===== config.mk =====
export PLATFORM = sky130hd
export DESIGN_NAME = pm_loader_flat
export DESIGN_NICKNAME = d
export VERILOG_FILES = /design/src/rtl/pm_loader_if.sv /design/src/rtl/pm_loader.sv /design/src/flat_wrapper.sv
export SDC_FILE = /design/constraint.sdc
export NUM_CORES = 1
export LEC_CHECK = 0
export ABC_CLOCK_PERIOD_IN_PS = 1500
export CORE_MARGIN = 2
export CORE_UTILIZATION = 40
export DETAILED_ROUTE_END_ITERATION = 10
export SYNTH_ARGS = -nofsm -noshare
export SYNTH_HDL_FRONTEND = slang
export SYNTH_SLANG_ARGS = --single-unit

===== constraint.sdc =====
create_clock -name clk -period 1.5 [get_ports clk]
set_input_delay 0.375 -clock clk [delete_from_list [all_inputs] [get_ports clk]]
set_output_delay 0.375 -clock clk [all_outputs]
set_load 0.005 [all_outputs]

===== src/rtl/pm_loader_if.sv =====
// Serial-load and program-memory write-port bundle for pm_loader.
// master: the loader (drives the write port and status); slave: host and memory side.
interface pm_loader_if;
  logic       ld_start;
  logic       ser_strobe;
  logic       ser_bit;
  logic [7:0] pm_wr_addr;
  logic [7:0] pm_wr_data;
  logic       pm_wren;
  logic       cpu_reset;
  logic       busy;
  logic       done;
  logic       error;

  modport master (
    input  ld_start, ser_strobe, ser_bit,
    output pm_wr_addr, pm_wr_data, pm_wren, cpu_reset, busy, done, error
  );

  modport slave (
    output ld_start, ser_strobe, ser_bit,
    input  pm_wr_addr, pm_wr_data, pm_wren, cpu_reset, busy, done, error
  );
endinterface


===== src/rtl/pm_loader.sv =====
// Serial program-memory loader: framed MSB-first image -> program-memory write port.
// Optional LOADER_CHECKSUM_EN adds a trailing two's-complement checksum byte and the ERR state.
module pm_loader #(
  parameter logic [7:0] ADDR_BASE = 8'h00
) (
  input  logic        clk,
  input  logic        reset,
  pm_loader_if.master bus
);

`ifdef LOADER_CHECKSUM_EN
  typedef enum logic [2:0] {IDLE, HDR, DATA, CSUM, DONE, ERR} state_t;
`else
  typedef enum logic [2:0] {IDLE, HDR, DATA, DONE} state_t;
`endif

  state_t     state, state_d;
  logic [7:0] shreg;
  logic [2:0] bit_cnt;
  logic [8:0] byte_cnt;   // 9 bits so a header of 0 can stand for 256
  logic [7:0] wr_addr;
  logic [7:0] wr_data;
  logic       wren;
  logic       cpu_reset_q;
  logic       done_q;
  logic       busy_w;
  logic       accept;
  logic       byte_done;
  logic [7:0] shift_d;
`ifdef LOADER_CHECKSUM_EN
  logic [7:0] csum;
  logic [7:0] csum_sum;
  logic       error_q;
`endif

  always_comb begin
    busy_w = (state == HDR) || (state == DATA);
`ifdef LOADER_CHECKSUM_EN
    if (state == CSUM) busy_w = 1'b1;
`endif
  end

  always_comb begin
    // NOTE: every output of this block is given a default first; a path that
    // left one unassigned would infer a latch.
    state_d   = state;
    shift_d   = {shreg[6:0], bus.ser_bit};
    accept    = bus.ser_strobe && busy_w;
    byte_done = accept && (bit_cnt == 3'd7);
`ifdef LOADER_CHECKSUM_EN
    csum_sum  = csum + shift_d;
`endif
    if (bus.ld_start) begin
      state_d = HDR;
    end else if (byte_done) begin
      case (state)
        HDR:  state_d = DATA;
        DATA: begin
          if (byte_cnt == 9'd1) begin
`ifdef LOADER_CHECKSUM_EN
            state_d = CSUM;
`else
            state_d = DONE;
`endif
          end
        end
`ifdef LOADER_CHECKSUM_EN
        CSUM: state_d = (csum_sum == 8'h00) ? DONE : ERR;
`endif
        default: state_d = state;
      endcase
    end
  end

  // NOTE: sequential state uses non-blocking assignments so every register
  // samples pre-edge values regardless of statement order.
  always_ff @(posedge clk) begin
    if (reset) state <= IDLE;
    else       state <= state_d;
  end

  always_ff @(posedge clk) begin
    if (reset) begin
      shreg       <= 8'h00;
      bit_cnt     <= 3'd0;
      byte_cnt    <= 9'd0;
      wr_addr     <= ADDR_BASE;
      wr_data     <= 8'h00;
      wren        <= 1'b0;
      cpu_reset_q <= 1'b0;
      done_q      <= 1'b0;
`ifdef LOADER_CHECKSUM_EN
      csum        <= 8'h00;
      error_q     <= 1'b0;
`endif
    end else begin
      wren        <= 1'b0;
      done_q      <= (state_d == DONE);
      cpu_reset_q <= (state_d != IDLE) && (state_d != DONE);
`ifdef LOADER_CHECKSUM_EN
      error_q     <= (state_d == ERR);
`endif
      // Address advances on the edge that closes the write-enable cycle.
      if (wren) wr_addr <= wr_addr + 8'd1;

      if (bus.ld_start) begin
        shreg   <= 8'h00;
        bit_cnt <= 3'd0;
        wr_addr <= ADDR_BASE;
`ifdef LOADER_CHECKSUM_EN
        csum    <= 8'h00;
`endif
      end else if (accept) begin
        shreg   <= shift_d;
        bit_cnt <= bit_cnt + 3'd1;
        if (byte_done) begin
          if (state == HDR) begin
            byte_cnt <= (shift_d == 8'h00) ? 9'd256 : {1'b0, shift_d};
          end else if (state == DATA) begin
            wr_data  <= shift_d;
            wren     <= 1'b1;
            byte_cnt <= byte_cnt - 9'd1;
`ifdef LOADER_CHECKSUM_EN
            csum     <= csum + shift_d;
          end else if (state == CSUM) begin
            csum     <= csum_sum;
`endif
          end
        end
      end
    end
  end

  assign bus.pm_wr_addr = wr_addr;
  assign bus.pm_wr_data = wr_data;
  assign bus.pm_wren    = wren;
  assign bus.cpu_reset  = cpu_reset_q;
  assign bus.busy       = busy_w;
  assign bus.done       = done_q;
`ifdef LOADER_CHECKSUM_EN
  assign bus.error      = error_q;
`else
  assign bus.error      = 1'b0;
`endif

endmodule


===== src/flat_wrapper.sv =====
// flat-port wrapper written by rule: the top's interface ports become plain ports
module pm_loader_flat 
#(
  parameter logic [7:0] ADDR_BASE = 8'h00
)
  (clk, reset, bus_ld_start, bus_ser_strobe, bus_ser_bit, bus_pm_wr_addr, bus_pm_wr_data, bus_pm_wren, bus_cpu_reset, bus_busy, bus_done, bus_error);
  pm_loader_if bus_i ();
  input  logic clk;
  input  logic reset;
  input wire logic [$bits(bus_i.ld_start)-1:0] bus_ld_start;
  input wire logic [$bits(bus_i.ser_strobe)-1:0] bus_ser_strobe;
  input wire logic [$bits(bus_i.ser_bit)-1:0] bus_ser_bit;
  output wire logic [$bits(bus_i.pm_wr_addr)-1:0] bus_pm_wr_addr;
  output wire logic [$bits(bus_i.pm_wr_data)-1:0] bus_pm_wr_data;
  output wire logic [$bits(bus_i.pm_wren)-1:0] bus_pm_wren;
  output wire logic [$bits(bus_i.cpu_reset)-1:0] bus_cpu_reset;
  output wire logic [$bits(bus_i.busy)-1:0] bus_busy;
  output wire logic [$bits(bus_i.done)-1:0] bus_done;
  output wire logic [$bits(bus_i.error)-1:0] bus_error;
  assign bus_i.ld_start = bus_ld_start;
  assign bus_i.ser_strobe = bus_ser_strobe;
  assign bus_i.ser_bit = bus_ser_bit;
  assign bus_pm_wr_addr = bus_i.pm_wr_addr;
  assign bus_pm_wr_data = bus_i.pm_wr_data;
  assign bus_pm_wren = bus_i.pm_wren;
  assign bus_cpu_reset = bus_i.cpu_reset;
  assign bus_busy = bus_i.busy;
  assign bus_done = bus_i.done;
  assign bus_error = bus_i.error;
  pm_loader #(.ADDR_BASE(ADDR_BASE)) u_core (.clk(clk), .reset(reset), .bus(bus_i));
endmodule

-- Word level (Yosys, flattened, before mapping)
Cells that the tools add are included.
- register bits after elaboration: 41
- input port bits: 5
- output and inout port bits: 21
- word-level logic and storage cells: 41
- add/subtract/negate cells: 3
- equal/unequal tests: 6
- muxes and demuxes: 8
- bitwise gates (word level): 4
- reductions and logical operators: 11
- operators by type and width (operator ; number):
    9-bit two-way mux ; 3
    9-bit by 1-bit == test with 1-bit output, second input constant ; 1
    3-bit two-way mux ; 3
    9-bit by 1-bit subtractor with 9-bit output, second input constant ; 1
    8-bit by 1-bit adder with 8-bit output, second input constant ; 1
    8-bit logical NOT ; 1
    3-bit by 2-bit == test with 1-bit output, second input constant ; 2
    3-bit one-hot mux with 2 select lines ; 1
    5-bit AND reduction ; 1
    5-bit OR reduction ; 1
    1-bit inverter ; 4
    4-bit AND reduction ; 1
    3-bit by 1-bit adder with 3-bit output, second input constant ; 1
    3-bit by 1-bit == test with 1-bit output, second input constant ; 1
    3-bit == test, second input constant ; 1
    1-bit logical AND ; 3
    3-bit by 2-bit inequality test with 1-bit output, second input constant ; 1
    3-bit nonzero test ; 1
    2-bit nonzero test ; 1
    2-bit OR reduction ; 1
    1-bit logical OR ; 1
    1-bit two-way mux ; 1

-- Depth between registers and ports, before layout
Gate-level depths: netlist of the first run.
- depth in word-level cells: 8
- depth in mapped cells: 6
- mapped depth without buffers: 6

-- Worst setup path after synthesis of the first run
No wires, ideal clock.
- path type: reg-to-reg
- from: register u_core.state[1]
- to: register u_core.wr_data[0] (netlist: u_core.bus.pm_wr_data[0])
- setup time: 128 ps
- data arrival time: 1485 ps
- data required time: 1372 ps
- slack: -112 ps
- cell stages (with the launch flop): 6
- clock period less this slack: 1612 ps
- cells stage by stage: dfxtp_1 > buf_6 > or3b_4 > nor3_4 > mux2i_1 > nor2_1
- word-level cells in the longest chain between the ends: 5
- ends and longest elaborated chain (element ; line ; RTL):
    start, declared ; pm_loader.sv:17 ; state_t state, state_d;
    start signal, assigned ; pm_loader.sv:79 ; else state <= state_d;
    3-bit by 1-bit == test with 1-bit output / 3-bit by 2-bit == test with 1-bit output (equally long branches) ; pm_loader.sv:37, pm_loader.sv:117, pm_loader.sv:119 ;
    1-bit logical OR ; pm_loader.sv:37 ; busy_w = (state == HDR) || (state == DATA);
    1-bit logical AND ; pm_loader.sv:48 ; accept = bus.ser_strobe && busy_w;
    1-bit logical AND ; pm_loader.sv:49 ; byte_done = accept && (bit_cnt == 3'd7);
    5-bit AND reduction (no source line) * ; -- ;
    end signal, assigned ; pm_loader.sv:120 ; wr_data <= shift_d;
    end, declared ; pm_loader.sv:22 ; logic [7:0] wr_data;
Every way passes the cells marked *; elsewhere a longest branch is shown, timed or not.
A chain may end at the register's enable or synchronous reset.

-- Worst setup path in the final report of the first run
- from: register u_core.byte_cnt[1]
- to: register u_core.byte_cnt[7]
- word-level cells in the longest chain between the ends: 3
- ends and longest elaborated chain (element ; line ; RTL):
    start, declared ; pm_loader.sv:20 ; logic [8:0] byte_cnt;
    start signal, assigned ; pm_loader.sv:118 ; byte_cnt <= (shift_d == 8'h00) ? 9'd256 : {1'b0, shift_d};
    start signal, assigned ; pm_loader.sv:122 ; byte_cnt <= byte_cnt - 9'd1;
    9-bit by 1-bit subtractor with 9-bit output ; pm_loader.sv:122 ;
    9-bit two-way mux ; pm_loader.sv:119 ; end else if (state == DATA) begin
    9-bit two-way mux ; pm_loader.sv:117 ; if (state == HDR) begin
No other way between the ends. The select of a mux whose other input is x is not followed.

==> results.toml, run 1 <==
[synth]
yosys_most_used_dff = "dfxtp_1"
yosysUniqueCellTypes = 40
yosys_warnings = 0
synth_top_area_share_pct = 43.6
synth-edff-count = 0
synth_top_area_cell = "dfxtp_1"
postSynthAreaPerCell_um2 = 8.96
syn-num-nets = 220
syn-cell-area_um2 = 1880
synth-seq-cells = 41
ys_top_cells_by_area = "dfxtp_1 44%, mux2i_1 9.6%, nor2_1 7.8%"
syn_inst = 210
ys_seq_area_share_pct = 43.6
async_flop_share_pct = 0

[worst_setup_path]
path_class = "reg2reg"
worstPathRequired_ns = 1.69
cp_num_buf_inv = 1
arrival_ns = 1.93
cp_max_fo = 2
crit_family = "simple AND/OR/NAND/NOR gates"
rrSetupSlack_ns = -0.24
worstPathCellList = "buf_6 > or4_4 > or4_4 > a21oi_2 > o32ai_1"
r2r-start = "u_core.byte_cnt[1]"
cp-end-kind = "flop"
critical_path.max_stage_delay_ns = 0.51
critPathLaunchType = "flop"
path_common_cell = "or4_4"
crit_path_start = "u_core.byte_cnt[1]"
slowest_stage = "or4_4"

[cts]
numCtsBuffers = 5
cts.path.max_buffers = 2
cts_htree_levels = 2
cts_sinks = 41
cts_root_buf = "clkbuf_8"
cts_tree = "done"
clk_pin_slew_worst_paths_ns = 0.08
cts_hold_buf = 0
clk_latency_ns = 0.30

[floorplan]
core_um2 = 4440
io_pins = 26
initial_core_util_pct = 42.3
die_h_um = 72.6
core.rowCount = 24
die_w_um = 72.6
dieArea_um2 = 5270

[power_and_ir_drop]
power.total_w = 0.00200
power_density_nw_per_um2 = 725
irDropWorstVdd_mv = 0.572
p_leak_nw = 1.22

[min_path]
hold_start = "u_core.bus.pm_wr_data[2]"
hp-class = "reg2reg"

[routing]
wl_um = 4660
post_drt_via_cell_ratio = 5.34
drt_iter0_markers = 161
via_count = 1746
drc = 0
detail-route-antenna-nets = 0
dr.pass1.iters = 4
route.detailed.wl_per_inst_um = 14.3

[outcome]
status = "finished, violations left"
violations = "negative setup slack"

[layout]
syn_to_final_growth_pct = 47.0
fillers = 383
num_antenna_cells = 0
finalNetCount = 284
layoutNonFillerInstCount = 327
multi_input_area_um2 = 1140
drive_above_1_share_pct = 38.9
ff_latch_area_um2 = 853
design_area_um2 = 2760

[timing]
fin_crit_sh_pct = 116
post-route-min-period_ns = 1.74
tns_ns = -1.33
fin_ws_ns = -0.241
final_max_slew_viol_count = 0
fin_skew_ns = 0.00421
hold_viol_final = 0
rsz0062_at_grt = "true"
fmax_ghz = 0.574
setup_viol = 15

[grt]
grt_pass1_vias = 1619
grt_pass1_wl_um = 7560
grt_usage_pct = 18.5
gr-total-overflow = 0
grt_start_max_net_pins = 21
antenna_found_initial = 0

[placement]
io_buffers = 24
placed_cell_area_um2 = 2440
dp.cells = 309
routabilityCongestion = 0.896
dpl.hpwl_um = 3010

[job]
maxCapViolCount = 0
## synthesized netlist by cell type, types with 2 or more instances
cell	instances
or3b_2	3
nor3_1	4
inv_1	5
dfxtp_1	41
nor2_1	39
nand4_1	4
ha_1	5
xor2_1	6
a21oi_1	13
o32ai_1	2
mux2i_1	18
and2_1	2
o211ai_1	2
o21ai_0	10
xnor2_1	2
nor3b_1	3
or4_1	4
a211oi_1	3
nand2b_1	2
nand2_1	8
or3_1	3
buf_2	3
nor4_1	5
buf_6	2
clkbuf_1	6
## report_power, final
part	switching, W	internal [W]	leakage (nW)
Sequential	0.00000550	0.00109	0.342
Clock	0.000418	0.000330	0.0481
Combinational	0.0000809	0.0000791	0.834
Total	0.000504	0.00150	1.22
## path summary, 6_finish.rpt
check	endpoint	cells past startpoint
max	u_core.byte_cnt[7]	5
min	u_core.bus.pm_wr_data[2]	2
max reg2reg	u_core.byte_cnt[7]	5
min reg2reg	u_core.bus.pm_wr_data[2]	2
## what timing repair did
item	4_1_cts	5_1_grt
endpoints found under the setup margin	37	33
setup buffers	10	1
resized for setup	64	14
gates cloned	0	0
pin swaps	13	9
## layout by cell type, fill, tap and decap left out, drive strengths merged, types with 4 or more instances in the layout
cell type and n:
buf 45, clkdlybuf4s50 4, mux2i 18, o21ai 10, ha 5, or4 4
a21oi 13, nand4 4, nor2 39, inv 5, nor4 5, xor2 6
clkbuf 6, nand2 8, dfxtp 41, nor3 5, dlygate4sd2 17, or3b 4
## sequential cells by signal (all words and copies together) (netlist names)
signal and count:
u_core.bus.pm_wr_addr 8, u_core.bus.done 1, u_core.bus.pm_wren 1, u_core.bit_cnt 3, u_core.bus.cpu_reset 1, u_core.state 3, u_core.byte_cnt 9, u_core.bus.pm_wr_data 8
u_core.shreg 7
## cell families after synthesis
family	after synthesis	synth area share, %
muxes	18	9.58
AOI/OAI and AO/OA	36	11.6
other	1	0.199
buffers and inverters	17	4.59
xor gates and xnor gates	8	3.73
adders and majority gates	5	3.33
DFF	41	43.6
and+or+nand+nor	84	23.3
## layout make-up
type | instances | area share (%)
inverter | 5 | 0.679
timing repair buffer | 69 | 21.6
tap | 52 | 2.35
clock inverter | 3 | 0.815
multi-input combinational | 152 | 41.2
sequential | 41 | 30.9
clock buffer | 5 | 2.49
## stage by stage
stage / hold WS (ns) / setup slack, ns / utilization, %
floorplan: 0.459 / -0.0643 / -
global placement: 0.472 / -0.328 / 55.0
detailed placement: 0.481 / -0.361 / 55.0
CTS: 0.483 / -0.189 / 61.0
global route: 0.511 / -0.255 / 62.2
finish: 0.486 / -0.241 / 62.2
## worst register-to-register path, delay by kind of cell (launching register included)
family	cells	cell delay (ns)
buffers and inverters	1	0.11
AOI/OAI and AO/OA	2	0.24
DFF	1	0.33
and+or+nand+nor	2	0.95
## layer usage
layer	global-route usage [%]	up-vias	wire [um]
met1	24.5	834	2150
li1	-	870	-
met5	0	-	0
met3	4.17	8	175
met2	29.3	34	2260
met4	7.20	0	78
Note: power is estimated with default switching activity, not from simulation.
==> run 2: changes to the inputs <==
- ABC_CLOCK_PERIOD_IN_PS: 1500 -> 1600
- clock period: 1.5 -> 1.6 ns (I/O delays scaled with it)
==> results.toml, run 2 (synthesis gave the netlist of run 1 again) <==
[outcome]
status = "finished, violations left"
violations = "negative setup slack"

[worst_setup_path]
worstPathCellList = "buf_4 > or4_4 > or4_4 > a21oi_2 > o32ai_1"
slowest_stage = "or4_4"
cp-end-kind = "flop"
crit_family = "simple AND/OR/NAND/NOR gates"
critical_path.max_stage_delay_ns = 0.43
cp_num_buf_inv = 1
critPathLaunchType = "flop"
arrival_ns = 1.82
path_class = "reg2reg"
path_common_cell = "or4_4"
cp_max_fo = 4
worstPathRequired_ns = 1.79

[power_and_ir_drop]
power_density_nw_per_um2 = 766
p_leak_nw = 1.09
irDropWorstVdd_mv = 0.722
power.total_w = 0.00204

[layout]
drive_above_1_share_pct = 29.4
fillers = 389
design_area_um2 = 2670
top_register = "u_core.byte_cnt"
num_antenna_cells = 0
syn_to_final_growth_pct = 41.7
mostFrequentLayoutCell = "nor2_1"
finalNetCount = 271
largest_reg_flops = 9
final_cell_mix = "38 x nor2_1, 28 x buf_4, 28 x dfxtp_1"

[routing]
route.detailed.wl_per_inst_um = 13.9
drt_iter0_markers = 79
post_drt_via_cell_ratio = 5.11
via_count = 1604
drc = 0
dr.pass1.iters = 4
detail-route-antenna-nets = 0
wl_um = 4360

[grt]
grt_pass1_vias = 1425
gr-total-overflow = 0
grt_pass1_wl_um = 6910
grt_start_max_net_pins = 21
antenna_found_initial = 0
grt_usage_pct = 17.0

[floorplan]
io_pins = 26
core.rowCount = 24
dieArea_um2 = 5270
core_um2 = 4440
die_w_um = 72.6
die_h_um = 72.6
initial_core_util_pct = 42.3

[timing]
hold_ws_ns = 0.497
post-route-min-period_ns = 1.63
final_max_slew_viol_count = 0
fmax_ghz = 0.613
fin_crit_sh_pct = 102
fin_ws_ns = -0.0316
fin_skew_ns = 0.00887
setup_viol = 3
rsz0062_at_grt = "true"
hold_viol_final = 0
tns_ns = -0.0739

[cts]
cts.path.max_buffers = 2
numCtsBuffers = 5
cts_tree = "done"
cts_htree_levels = 2
clk_pin_slew_worst_paths_ns = 0.09
cts_sinks = 41
clk_latency_ns = 0.30
cts_hold_buf = 0
cts_root_buf = "clkbuf_8"

[placement]
dp_slack_ns = -0.303
routabilityCongestion = 0.904
dpl.hpwl_um = 3000
io_buffers = 24
placed_cell_area_um2 = 2380

[job]
maxCapViolCount = 0

[min_path]
hp-class = "reg2reg"
-- run 2: cell count changes in the layout (fill, tap and decap cells not counted), sizes merged --
cell / change
bufinv: +1
clkinvlp: +1
clkinv: -3
buf: -14
dlymetal6s2s: +1
clkdlybuf4s15: +1
dlygate4sd2: -17
clkdlybuf4s50: +17
-- run 2: tightest hold or removal path, delay by kind of cell (launching register included) --
family             cells  cell delay (ns)
AOI/OAI and AO/OA      2             0.13
DFF                    1             0.32
-- run 2: final timing paths --
| check | from | end | slack [ns] | cells after the start |
|---|---|---|---|---|
| setup / recovery | u_core.byte_cnt[0] | u_core.byte_cnt[7] | -0.03 | 5 |
| hold / removal | u_core.bus.pm_wr_addr[7] | u_core.bus.pm_wr_addr[7] | 0.50 | 2 |
| setup reg to reg | u_core.byte_cnt[0] | u_core.byte_cnt[7] | -0.03 | 5 |
| hold reg to reg | u_core.bus.pm_wr_addr[7] | u_core.bus.pm_wr_addr[7] | 0.50 | 2 |
-- run 2: repair_timing --
action,CTS,global route
buffers inserted,0,3
cloned,0,0
endpoints found under the setup margin,19,26
pin swaps,2,5
gates resized for setup,18,29
-- run 2: area by class of cell --
class                   count  area (um^2)  area share [%]
clock buffers               6         82.6            3.10
flip-flops and latches     41          850            31.9
clock inverters             2         37.5            1.41
multi-input cells         152         1090            41.0
repair buffers             56          519            19.5
well taps                  52         65.1            2.44
inverters                   5         18.8           0.704
-- run 2: per-layer routing --
metal | GRT usage, % | up-vias | wire (um)
met5 | 0 | - | 0
met4 | 4.94 | 0 | 52
met1 | 24.9 | 730 | 2180
li1 | - | 839 | -
met2 | 24.7 | 30 | 1950
met3 | 4.03 | 5 | 179
-- run 2: power by group --
| part | total [W] | leakage [nW] | switching, W | internal (W) |
|---|---|---|---|---|
| Combinational | 0.000138 | 0.693 | 0.0000700 | 0.0000676 |
| Sequential | 0.00102 | 0.339 | 0.00000527 | 0.00102 |
| Clock | 0.000881 | 0.0574 | 0.000373 | 0.000507 |
| Total | 0.00204 | 1.09 | 0.000448 | 0.00159 |
-- run 2: per-stage QoR --
stage,std cells,util [%]
after CTS,311,57.3
after floorplan,210,-
final,314,60.0
after detailed placement,303,53.5
after global routing,314,60.0
after global placement,303,53.5
==> run 3: changes to the inputs <==
- HOLD_SLACK_MARGIN: default -> 0.05
==> results of run 3 <==
Final layout, timing and power as in run 2 (identical DEF).
